## src/rtl/intr_ctrl.sv

```systemverilog
// Interrupt controller: rising-edge capture, mask, fixed priority, req/ack/ret handshake.
// Define INTR_SYNC_EN to place a 2-flop synchronizer in front of edge detection.
module intr_ctrl #(
  parameter int unsigned      N_IRQ      = 8,
  parameter logic [N_IRQ-1:0] RESET_MASK = '0
) (
  input  logic             clk,
  input  logic             reset,
  input  logic [N_IRQ-1:0] irq_in,
  input  logic             mask_we,
  input  logic [N_IRQ-1:0] mask_in,
  input  logic             intr_ack,
  input  logic             intr_ret,
  output logic [N_IRQ-1:0] intr,
  output logic             intr_req,
  output logic [N_IRQ-1:0] in_service,
  output logic [N_IRQ-1:0] pending
);

  typedef enum logic [1:0] {
    IDLE,
    REQUEST,
    SERVICE
  } state_e;

  localparam logic [N_IRQ-1:0] ONE = {{(N_IRQ-1){1'b0}}, 1'b1};

  state_e           state_q;
  logic [N_IRQ-1:0] irq_s;
  logic [N_IRQ-1:0] irq_prev_q;
  logic [N_IRQ-1:0] pending_q, pending_d;
  logic [N_IRQ-1:0] mask_q;
  logic [N_IRQ-1:0] grant_q;
  logic [N_IRQ-1:0] intr_q;
  logic             req_q;
  logic [N_IRQ-1:0] in_service_q;
  logic [N_IRQ-1:0] set;
  logic [N_IRQ-1:0] clr;
  logic [N_IRQ-1:0] eligible;
  logic [N_IRQ-1:0] lowest;

`ifdef INTR_SYNC_EN
  logic [N_IRQ-1:0] sync1_q, sync2_q;

  always_ff @(posedge clk) begin
    if (reset) begin
      sync1_q <= '0;
      sync2_q <= '0;
    end else begin
      sync1_q <= irq_in;
      sync2_q <= sync1_q;
    end
  end

  assign irq_s = sync2_q;
`else
  assign irq_s = irq_in;
`endif

  // set is OR-ed after the clear, so a same-cycle edge survives the ack
  always_comb begin
    set       = irq_s & ~irq_prev_q;
    clr       = '0;
    if (state_q == REQUEST && intr_ack)
      clr     = grant_q;
    pending_d = (pending_q & ~clr) | set;
    eligible  = pending_q & mask_q;
    lowest    = eligible & (~eligible + ONE);
  end

  always_ff @(posedge clk) begin
    if (reset) begin
      state_q      <= IDLE;
      irq_prev_q   <= '0;
      pending_q    <= '0;
      mask_q       <= RESET_MASK;
      grant_q      <= '0;
      intr_q       <= '0;
      req_q        <= 1'b0;
      in_service_q <= '0;
    end else begin
      irq_prev_q <= irq_s;
      pending_q  <= pending_d;
      if (mask_we)
        mask_q <= mask_in;
      unique case (state_q)
        IDLE: begin
          if (|eligible) begin
            grant_q <= lowest;
            intr_q  <= lowest;
            req_q   <= 1'b1;
            state_q <= REQUEST;
          end
        end
        REQUEST: begin
          if (intr_ack) begin
            intr_q       <= '0;
            req_q        <= 1'b0;
            in_service_q <= grant_q;
            state_q      <= SERVICE;
          end
        end
        SERVICE: begin
          if (intr_ret) begin
            in_service_q <= '0;
            state_q      <= IDLE;
          end
        end
        default: state_q <= IDLE;
      endcase
    end
  end

  assign intr       = intr_q;
  assign intr_req   = req_q;
  assign in_service = in_service_q;
  assign pending    = pending_q;

endmodule

```

## config.mk

```make
export PLATFORM = sky130hd
export DESIGN_NAME = intr_ctrl
export DESIGN_NICKNAME = d
export VERILOG_FILES = /design/src/rtl/intr_ctrl.sv
export SDC_FILE = /design/constraint.sdc
export NUM_CORES = 1
export LEC_CHECK = 0
export CORE_UTILIZATION = 48
export DETAILED_ROUTE_END_ITERATION = 8
export PLACE_DENSITY = 0.78
export SETUP_SLACK_MARGIN = 0.5
export SKIP_LAST_GASP = 1
export SYNTH_ARGS = -nofsm -noshare
export SYNTH_HDL_FRONTEND = slang
export SYNTH_SLANG_ARGS = --single-unit
```

## constraint.sdc

```tcl
create_clock -name clk -period 1.9 [get_ports clk]
set_input_delay 0.38 -clock clk [delete_from_list [all_inputs] [get_ports clk]]
set_output_delay 0.38 -clock clk [all_outputs]
set_load 0.05 [all_outputs]
```

==> results.md, run 1 <==
* Result of the run: completed
* H-tree Lvls at 2
* DR WL/cell at 14.6 µm
* Vias at 1687
* Sw frac at 0.283
* Clk_skew at 5.92 ps
* Flop and latch count out of synthesis at 51
* Portion of total power attributed to combinational logic at 0.206
* Root buf cell: clkbuf_8
* Drt drc at 0
* CP max stage delay at 390 ps
* # setup viols final at 0
* Clock power frac at 0.289
* Die area at 4240 µm²
* Max-capacitance violation count at 0
* # rows at 22
* Initial antenna violation count at 0
* GPL Wtd Cong at 0.781
* CP max-delay cell: nor4_4
* Layout Area Growth over Synthesis at 38.8%
* Crit path from: pending[2]$_SDFF_PP0_
* Initial DRC count at 73
* GR Util All Layers at 0.230
* Clk buf depth at 2
* Slew Limit Headroom at 0.776
* Minimum clock period at 1530 ps
* Core footprint at 3740 µm²
* Seq/Total Area, Yosys at 0.533
* CTS tree: yes
* Pwr Density at 870 nW/µm²
* Mapped Cells at 206
* Reg2reg path depth at 4
* R2R Setup Slk at 370 ps
* Routed WL at 4.53 mm
* Sum Neg Setup Slack at 0 ps
* CP Capture Type: flip-flop
* Cell Area, Synth at 1910 µm²
* CTS buffer count at 5
* First-pass GRT wire length at 7.31 mm
* Leak at 1.11 nW
* Largest net degree at the start of global routing at 45
* Post-synth top area cell: dfxtp_1
* Final hold violation count at 0
* Die Span Y at 65.2 µm
* Total power draw at 2.31 mW
* Antenna Violating Nets Remaining at 0
* Peak supply drop at 0.000812 V
* YS warnings at 0
* Top Ports at 46
* Clock latency at the later pin of the worst-skew pair at 310 ps
* Syn_area_per_cell at 9.29 µm²
* Post-synth top area share at 0.533
* Vias in the first global route at 1563
* Critical Path Start Type: flip-flop
* Hold_buf cts at 0
* Initial Util at 0.511
* WHS Path Cells at 2
* Crit Path Max Fanout at 7
* Fin nets at 283
* Die width at 65.2 µm
* Hold Startpoint: intr_req$_SDFFE_PP0P_
* Detailed Routing Iterations Pass 1 at 4
* Ratio of cells with drive above 1 in the final layout at 0.335
* RSZ-0062 raised after global routing: yes
* GR Overflow Total at 0
* P_sw at 655 µW
* Crit-path cells: a22o_4 > nor4_4 > nand2_4 > a211oi_2
* Crit path kind: reg -> reg
* Diode count at 0
* Final HPWL DP at 3.03 mm
* Critical path arrival at 1750 ps
* Fmax at 0.656 GHz
* Fill cells at 303
* Int Power at 1.66 mW
* Fin. max-slew vios at 0
* Synthesized net count at 227
* Hold crit path type: reg -> reg
* Sink Count at 51
* Buffers on Ports at 45
* Tcrit/Tclk final at 0.803
* Measured slew at the worst slew-check pin at 334 ps
* Reg-to-reg startpoint: pending[2]$_SDFF_PP0_
* Top cells by area, synth: dfxtp_1 (53%), a21oi_1 (6.8%), nor2_1 (6.1%)
* CP Data Required Time at 2130 ps
* Via/cell ratio at 5.42
* Clk pin slew, worst setup/hold paths at 90 ps
* Synth cell types at 35
* Seq pwr share at 0.505
==> cells in the mapped netlist, drive strengths merged <==
| master | count |
|---|---|
| dfxtp | 51 |
| nor2 | 31 |
| a21oi | 26 |
| nand2 | 23 |
| nor2b | 17 |
| a22o | 8 |
| mux2i | 8 |
| a211oi | 7 |
| clkbuf | 5 |
| buf | 4 |
| inv | 4 |
| a32o | 2 |
| and3 | 2 |
| nor3 | 2 |
| nor4 | 2 |
| a211o | 1 |
| a21o | 1 |
| a22oi | 1 |
| a31oi | 1 |
| and2 | 1 |
| and2b | 1 |
| and3b | 1 |
| nand3 | 1 |
| nor3b | 1 |
| o21ai | 1 |
| o41ai | 1 |
| or2 | 1 |
| or3 | 1 |
| or4b | 1 |
==> worst max-delay path: cells and delay by family (launching register included) <==
family	cells	cell delay (ps)
compound gates	2	540
flops	1	360
simple gates	2	540
==> area by class of cell <==
type | instances | area (µm²) | share of cell area
clock buffer | 8 | 100 | 0.0377
inverter | 4 | 15.0 | 0.00565
multi-input combinational | 142 | 973 | 0.366
timing repair buffer | 58 | 463 | 0.174
sequential | 51 | 1050 | 0.394
tap | 48 | 60.1 | 0.0226
==> power groups by stage <==
| stage | sequential [mW] | combinational [mW] | clock, mW |
|---|---|---|---|
| after detailed placement | 1.19 | 0.394 | 0 |
| after CTS | 1.16 | 0.439 | 0.681 |
| after global placement | 1.19 | 0.387 | 0 |
| after floorplan | 1.25 | 0.193 | 0 |
| final | 1.17 | 0.475 | 0.669 |
| after global routing | 1.17 | 0.509 | 0.730 |
==> placed cells by master (no fill, tap or decap), types with 2 or more instances in the layout <==
master,n
a21oi_2,5
dfxtp_1,37
buf_12,2
and3_1,2
inv_1,4
nand2_2,2
a211oi_2,6
clkdlybuf4s50_1,20
a32o_1,2
dfxtp_2,11
nor2b_1,17
mux2i_1,8
buf_4,16
buf_2,19
a21oi_1,21
nor2_1,30
a22o_4,3
dfxtp_4,3
clkbuf_8,7
nand2_1,20
a22o_1,5
==> stage by stage <==
step | util | instances | hold slack (ps) | worst slack [ps] | instance area (µm²)
after global routing | 0.710 | 311 | 498 | 313 | 2660
after floorplan | - | 206 | 442 | 388 | 1950
after global placement | 0.653 | 294 | 446 | 125 | 2450
final | 0.710 | 311 | 468 | 375 | 2660
after CTS | 0.698 | 308 | 465 | 403 | 2610
after detailed placement | 0.653 | 294 | 452 | 60.0 | 2450
==> layer usage <==
layer / up-vias / wire [µm] / track usage
li1: 823 / - / -
met1: 801 / 1990 / 0.294
met2: 54 / 2190 / 0.380
met3: 9 / 255 / 0.0469
met4: 0 / 93 / 0.0924
met5: - / 0 / 0
==> sequential cells by signal, indices dropped and copies added, names as in the netlist <==
name and count:
grant_q 8, in_service 8, intr 8, irq_prev_q 8
mask_q 8, pending 8, state_q 2, intr_req 1
==> worst paths after layout <==
| kind | end |
|---|---|
| worst max-delay path | intr[5]$_SDFFE_PP0P_ |
| worst min-delay path | intr_req$_SDFFE_PP0P_ |
| worst max register to register | intr[5]$_SDFFE_PP0P_ |
| worst min register to register | intr_req$_SDFFE_PP0P_ |
==> cell families after synthesis <==
logic type             share of synthesized area
AOI/OAI and AO/OA                          0.180
DFF                                        0.533
and+or+nand+nor                            0.213
buffers and inverters                     0.0320
muxes                                     0.0418
==> repair_timing <==
item	in CTS	in global routing
gates cloned	0	0
endpoints found under the hold margin	0	0
setup buffers	6	3
setup endpoints to repair	43	28
pin swaps	11	4
gates resized for setup	108	28
No activity file was read; power rests on OpenSTA's default activity.
==> inputs of run 2 (changes only) <==
--- a/config.mk
+++ b/config.mk
@@ -5,9 +5,9 @@
 export SDC_FILE = /design/constraint.sdc
 export NUM_CORES = 1
 export LEC_CHECK = 0
-export CORE_UTILIZATION = 48
+export CORE_UTILIZATION = 44
 export DETAILED_ROUTE_END_ITERATION = 8
-export PLACE_DENSITY = 0.78
+export PLACE_DENSITY = 0.75
 export SETUP_SLACK_MARGIN = 0.5
 export SKIP_LAST_GASP = 1
 export SYNTH_ARGS = -nofsm -noshare
==> constraint.sdc (replaced) <==
create_clock -name clk -period 1.31 [get_ports clk]
set_input_delay 0.262 -clock clk [delete_from_list [all_inputs] [get_ports clk]]
set_output_delay 0.262 -clock clk [all_outputs]
set_load 0.05 [all_outputs]
==> run 2 against run 1 <==
Effect of this change:
- the run now ends with setup timing left
- clock power up 63%
- clock skew rose by 5.5 ps
- fmax decreased by 6.7%
- global-route usage is 10 points higher
- register-to-register slack lost 700 ps
- sequential share of layout area decreased by 10 points
- worst setup slack lost 700 ps
- worst hold slack gained 14 ps
==> results.md, run 2 (synthesis gave the netlist of run 1 again) <==
* Crit path buf inv count at 1 (+1)
* Slew Limit Headroom at 0.762 (-0.0136)
* Fin nets at 331 (+17%)
* Buffers on Ports at 45 (unchanged)
* Critical Path Start Type: flip-flop
* Die Span Y at 68.0 µm (+4.3%)
* Initial DRC count at 224 (+210%)
* Tcrit/Tclk final at 1.25 (+0.445)
* Die area at 4620 µm² (+8.8%)
* Reg-to-reg startpoint: mask_q[2]$_SDFFE_PP0P_
* RSZ-0062 raised after global routing: yes
* M1 GR Usage at 0.391 (+0.0971)
* Clk pin slew, worst setup/hold paths at 90 ps (about the same)
* Peak supply drop at 0.00111 V (+37%)
* Commonest cells after routing, fill and taps aside: buf_4 (35), nor2_1 (29), buf_12 (27)
* Crit. path cell count at 5 (+1)
* Drt drc at 0 (unchanged)
* Crit Path Max Fanout at 6 (-1)
* CTS buffer count at 5 (unchanged)
* GR Overflow Total at 0 (unchanged)
* Crit path from: mask_q[2]$_SDFFE_PP0P_
* Final hold violation count at 0 (unchanged)
* Clock latency at the later pin of the worst-skew pair at 320 ps (about the same)
* Total power draw at 3.97 mW (+72%)
* Layout Area Growth over Synthesis at 91.4%
* Final WS setup at -325 ps (-699 ps)
* Final HPWL DP at 3.58 mm (+18%)
* Hold crit path type: reg -> reg
* Met3 Use GR at 0.0767 (+0.0298)
* Met2 usage at 0.536 (+0.155)
* Initial antenna violation count at 0 (unchanged)
* Fmax at 0.612 GHz (-6.7%)
* Vias at 2129 (+26%)
* Clk buf depth at 2 (unchanged)
* Core footprint at 4090 µm² (+9.2%)
* Diode count at 0 (unchanged)
* Routed WL at 7.98 mm (+76%)
* Top Ports at 46 (unchanged)
* Max-capacitance violation count at 0 (unchanged)
* # rows at 23 (+4.5%)
* Clk_skew at 11.4 ps (+5.51 ps)
* CP Capture Type: flip-flop
* Final Util at 0.897 (+0.187)
* Largest net degree at the start of global routing at 16 (-64%)
* Result of the run: finished, violations left
* GR Util All Layers at 0.333 (+0.102)
* Detailed Routing Iterations Pass 1 at 4 (unchanged)
* Violated checks: setup timing
* Sum Neg Setup Slack at -5370 ps (-5370 ps)
* Antenna Violating Nets Remaining at 0 (unchanged)
* DR WL/cell at 22.1 µm (+52%)
* H-tree Lvls at 2 (unchanged)
* R2R Path End: grant_q[2]$_SDFFE_PP0P_
* Crit-path leading delay family: compound AO/OA/AOI/OAI gates
* Critical path arrival at 1890 ps (+140 ps)
* R2R Setup Slk at -320 ps (-700 ps)
* Vias in the first global route at 2043 (+31%)
* Fill cells at 161 (-47%)
* Leak at 1.57 nW (+42%)
* Crit path kind: reg -> reg
* Ratio of cells with drive above 1 in the final layout at 0.559 (+0.225)
* CP Data Required Time at 1560 ps (-570 ps)
* CP max-delay cell: o41ai_4
* Most common cell after layout, fill and taps aside: buf_4
* Measured slew at the worst slew-check pin at 356 ps (+21.6 ps)
* Worst Setup EP: grant_q[2]$_SDFFE_PP0P_
* CTS tree: yes
* CP max stage delay at 440 ps (+50 ps)
* Root buf cell: clkbuf_8
* Sink Count at 51 (unchanged)
* First-pass GRT wire length at 10.7 mm (+46%)
* Minimum clock period at 1630 ps (+109 ps)
* Die width at 68.0 µm (+4.3%)
* Crit-path cells: a22o_4 > o41ai_4 > and2_4 > buf_6 > a22o_1
* Initial Util at 0.468 (-0.0429)
* # setup viols final at 34 (+34)
* Reg2reg path depth at 5 (+1)
* Fin. max-slew vios at 0 (unchanged)
* Via/cell ratio at 5.90 (+8.7%)
* Pwr Density at 1080 nW/µm² (+25%)
* Most Used Layer, Global Route: met2
* GPL Wtd Cong at 0.886 (+13%)
run 2: layer usage:
layer / vias up / wire length, µm / part of all wire
met1: 1043 / 3050 / 0.38
met5: - / 0 / 0
met3: 48 / 544 / 0.068
met4: 0 / 463 / 0.058
li1: 916 / - / -
met2: 122 / 3920 / 0.49
run 2: worst reg2reg max path, cell delays in order (launching register included):
cell and delay [ps]:
dfxtp_1 340, a22o_4 300, o41ai_4 440, and2_4 210
buf_6 120, a22o_1 160
run 2: how the worst min path moves through the flow:
stage	startpoint	endpoint	slack (ps)	depth (start not counted)
final	in_service[4]$_SDFFE_PP0P_	in_service[4]$_SDFFE_PP0P_	480	2
after global routing	in_service[4]$_SDFFE_PP0P_	in_service[4]$_SDFFE_PP0P_	490	2
after CTS	reset	irq_prev_q[7]$_SDFF_PP0_	480	3
after detailed placement	grant_q[0]$_SDFFE_PP0P_	in_service[0]$_SDFFE_PP0P_	460	2
after global placement	in_service[4]$_SDFFE_PP0P_	in_service[4]$_SDFFE_PP0P_	460	2
after floorplan	irq_in[0]	irq_prev_q[0]$_SDFF_PP0_	390	1
run 2: repair_timing:
action                     in CTS  in global routing
hold buffers                    0                  0
buffers inserted               13                  9
gates cloned                    1                  0
pin swaps                      11                  6
setup endpoints to repair      76                 62
resized for setup              38                 34
run 2: final cells by class:
class | instances | area, µm² | share of cell area
Clock inverter | 1 | 30.0 | 0.00819
Multi-Input combinational cell | 142 | 1110 | 0.304
Tap cell | 50 | 62.6 | 0.0171
Sequential cell | 51 | 1070 | 0.293
Clock buffer | 7 | 76.3 | 0.0208
Inverter | 4 | 15.0 | 0.00410
Timing Repair Buffer | 106 | 1290 | 0.352
run 2: report_power, final:
part / total [mW] / leakage, nW / switching [mW] / internal (mW)
clock network: 1.09 / 0.0524 / 0.519 / 0.572
logic: 1.18 / 1.09 / 0.597 / 0.585
registers: 1.70 / 0.432 / 0.0719 / 1.63
total: 3.97 / 1.57 / 1.19 / 2.78
run 2: through the flow:
stage                     instances  worst slack, ps  instance area [µm²]  hold slack (ps)
after global routing            361             -339                 3660              494
after CTS                       352             -213                 3450              477
after floorplan                 206             -202                 2070              390
after global placement          330             -250                 3080              459
final                           361             -325                 3660              482
after detailed placement        330             -277                 3080              464
==> inputs of run 3 (changes only) <==
--- a/config.mk
+++ b/config.mk
@@ -5,11 +5,11 @@
 export SDC_FILE = /design/constraint.sdc
 export NUM_CORES = 1
 export LEC_CHECK = 0
-export CORE_UTILIZATION = 44
+export CORE_UTILIZATION = 35
 export DETAILED_ROUTE_END_ITERATION = 8
-export PLACE_DENSITY = 0.75
 export SETUP_SLACK_MARGIN = 0.5
 export SKIP_LAST_GASP = 1
+export SLEW_MARGIN = 25
 export SYNTH_ARGS = -nofsm -noshare
 export SYNTH_HDL_FRONTEND = slang
 export SYNTH_SLANG_ARGS = --single-unit
==> run 3 against run 2 <==
Effect of this change:
- the run still ends with setup timing left
- design area is 1.2% lower
- final cell count up 4.2%
- fmax rose by 5.8%
- sequential power about the same
- critical endpoint is now intr[7]$_SDFFE_PP0P_
- critical path type unchanged
- critical path depth shrank 1
- core utilization fell by 20 points
- largest power group unchanged
- largest cell class unchanged
==> results.md, run 3 (synthesis gave the netlist of run 1 again) <==
* Hold Path End: intr_req$_SDFFE_PP0P_
* Initial DRC count at 86 (-62%)
* Sum Neg Setup Slack at -3710 ps (+1660 ps)
* Sink Count at 51 (unchanged)
* Slew Limit Headroom at 0.723 (-0.0390)
* DR WL/cell at 15.3 µm (-31%)
* Wl on met1 at 2.66 mm (-13%)
* Core footprint at 5170 µm² (+27%)
* Reg-to-reg startpoint: pending[3]$_SDFF_PP0_
* Clock latency at the later pin of the worst-skew pair at 310 ps (about the same)
* RSZ-0062 raised after global routing: yes
* Fmax at 0.647 GHz (+5.8%)
* Clk pin slew, worst setup/hold paths at 100 ps (about the same)
* Crit Path Max Fanout at 4 (-2)
* Measured slew at the worst slew-check pin at 414 ps (+58.2 ps)
* Fin nets at 326 (-1.5%)
* CTS buffer count at 5 (unchanged)
* GR Util All Layers at 0.197 (-0.135)
* Critical Path Start Type: flip-flop
* CP Capture Type: flip-flop
* # setup viols final at 32 (-5.9%)
* Met2 wire len at 2.79 mm (-29%)
* WHS Path Cells at 3 (+1)
* GR Overflow Total at 0 (unchanged)
* Final WS setup at -236 ps (+89.0 ps)
* Ratio of cells with drive above 1 in the final layout at 0.562 (+0.00261)
* CTS tree: yes
* Clk buf depth at 2 (unchanged)
* Peak supply drop at 0.000667 V (-40%)
* Routed wl met3 at 206 µm (-62%)
* Vias at 1806 (-15%)
* Final hold violation count at 0 (unchanged)
* Initial Util at 0.370 (-0.0984)
* Crit path kind: reg -> reg
* Tcrit/Tclk final at 1.18 (-0.0679)
* Die area at 5770 µm² (+25%)
* Hold crit path type: in -> reg
* CP Data Required Time at 1550 ps (about the same)
* # rows at 26 (+13%)
* Drt drc at 0 (unchanged)
* Fin. max-slew vios at 0 (unchanged)
* Vias in the first global route at 1716 (-16%)
* Max-capacitance violation count at 0 (unchanged)
* First-pass GRT wire length at 8.91 mm (-16%)
* DR top layer: met4
* Detailed Routing Iterations Pass 1 at 4 (unchanged)
* Leak at 1.55 nW (-1.4%)
* R2R Path End: intr[7]$_SDFFE_PP0P_
* Worst hold slack at 485 ps (+3.11 ps)
* Pwr Density at 1070 nW/µm² (-1.3%)
* Routed WL at 5.74 mm (-28%)
* R2R Setup Slk at -240 ps (+90 ps)
* Die width at 76.0 µm (+12%)
* Post-route design area at 3620 µm² (-1.2%)
* Diode count at 0 (unchanged)
* Antenna Violating Nets Remaining at 0 (unchanged)
* Critical path arrival at 1790 ps (-100 ps)
* Largest net degree at the start of global routing at 18 (+2)
* Initial antenna violation count at 0 (unchanged)
* Clk_skew at 5.19 ps (-6.24 ps)
* GPL Wtd Cong at 0.836 (-5.6%)
* Placement Setup Slack at -314 ps (-36.9 ps)
* Layout Area Growth over Synthesis at 89.2%
* Final Util at 0.700 (-0.197)
* Reg2reg path depth at 4 (-1)
* Final HPWL DP at 3.73 mm (+4.0%)
* Violated checks: setup timing
* Top Ports at 46 (unchanged)
* Most common cell after layout, fill and taps aside: buf_4
* Via/cell ratio at 4.80 (-19%)
* Commonest cells after routing, fill and taps aside: buf_4 (32), nor2_1 (31), buf_12 (27), dfxtp_1 (22), buf_6 (22)
* Hold Startpoint: reset
* Post-DP Area at 3110 µm² (+0.89%)
* Die Span Y at 76.0 µm (+12%)
* H-tree Lvls at 2 (unchanged)
* Buffers on Ports at 45 (unchanged)
* Root buf cell: clkbuf_8
* Minimum clock period at 1550 ps (-89.0 ps)
* Result of the run: finished, violations left
run 3: cell count changes in the layout (fill, tap and decap cells not counted), sizes merged:
| cell | delta |
|---|---|
| inv | +1 |
| clkbuf | -2 |
| clkinvlp | +1 |
| buf | -5 |
run 3: where the power goes:
part	internal [mW]	total (mW)	switching, mW
logic	0.545	1.04	0.498
registers	1.62	1.69	0.0642
clock network	0.576	1.14	0.569
run 3: final cells by class:
cell class                 instances  area [µm²]
sequential                        51        1080
inverter                           4        15.0
clock buffer                       5        68.8
clock inverter                     3        46.3
tap                               70        87.6
timing repair buffer             101        1230
fill                             379        1550
multi-input combinational        142        1100
run 3: repair_timing:
item,CTS,global route
hold buffers,0,0
setup buffers,8,8
endpoints found under the setup margin,76,63
gates resized for setup,51,24
pin swaps,20,12
run 3: per-layer routing:
layer	vias to the layer above	track usage
met5	-	0
met4	0	0.0538
met3	7	0.0373
met2	40	0.325
met1	850	0.264
li1	909	-
run 3: how the worst max path moves through the flow:
stage / from / to / slack, ps / depth (start not counted)
floorplan: pending[3]$_SDFF_PP0_ / grant_q[7]$_SDFFE_PP0P_ / -200 / 4
global placement: pending[2]$_SDFF_PP0_ / intr[6]$_SDFFE_PP0P_ / -280 / 5
detailed placement: intr_ack / in_service[2]$_SDFFE_PP0P_ / -310 / 6
CTS: mask_q[3]$_SDFFE_PP0P_ / intr[7]$_SDFFE_PP0P_ / -230 / 4
global route: mask_q[3]$_SDFFE_PP0P_ / intr[3]$_SDFFE_PP0P_ / -270 / 5
finish: pending[3]$_SDFF_PP0_ / intr[7]$_SDFFE_PP0P_ / -240 / 4
run 3: worst max-delay path: stages (launching register included):
cell	delay, ps
dfxtp_4	360
a22o_4	280
or4b_4	550
a21oi_2	140
nor2b_1	150
run 3: per-stage QoR:
stage	instances	power (mW)
after global placement	352	2.55
after global routing	376	4.02
after detailed placement	352	2.56
final	376	3.87
after floorplan	206	2.14
after CTS	368	3.82
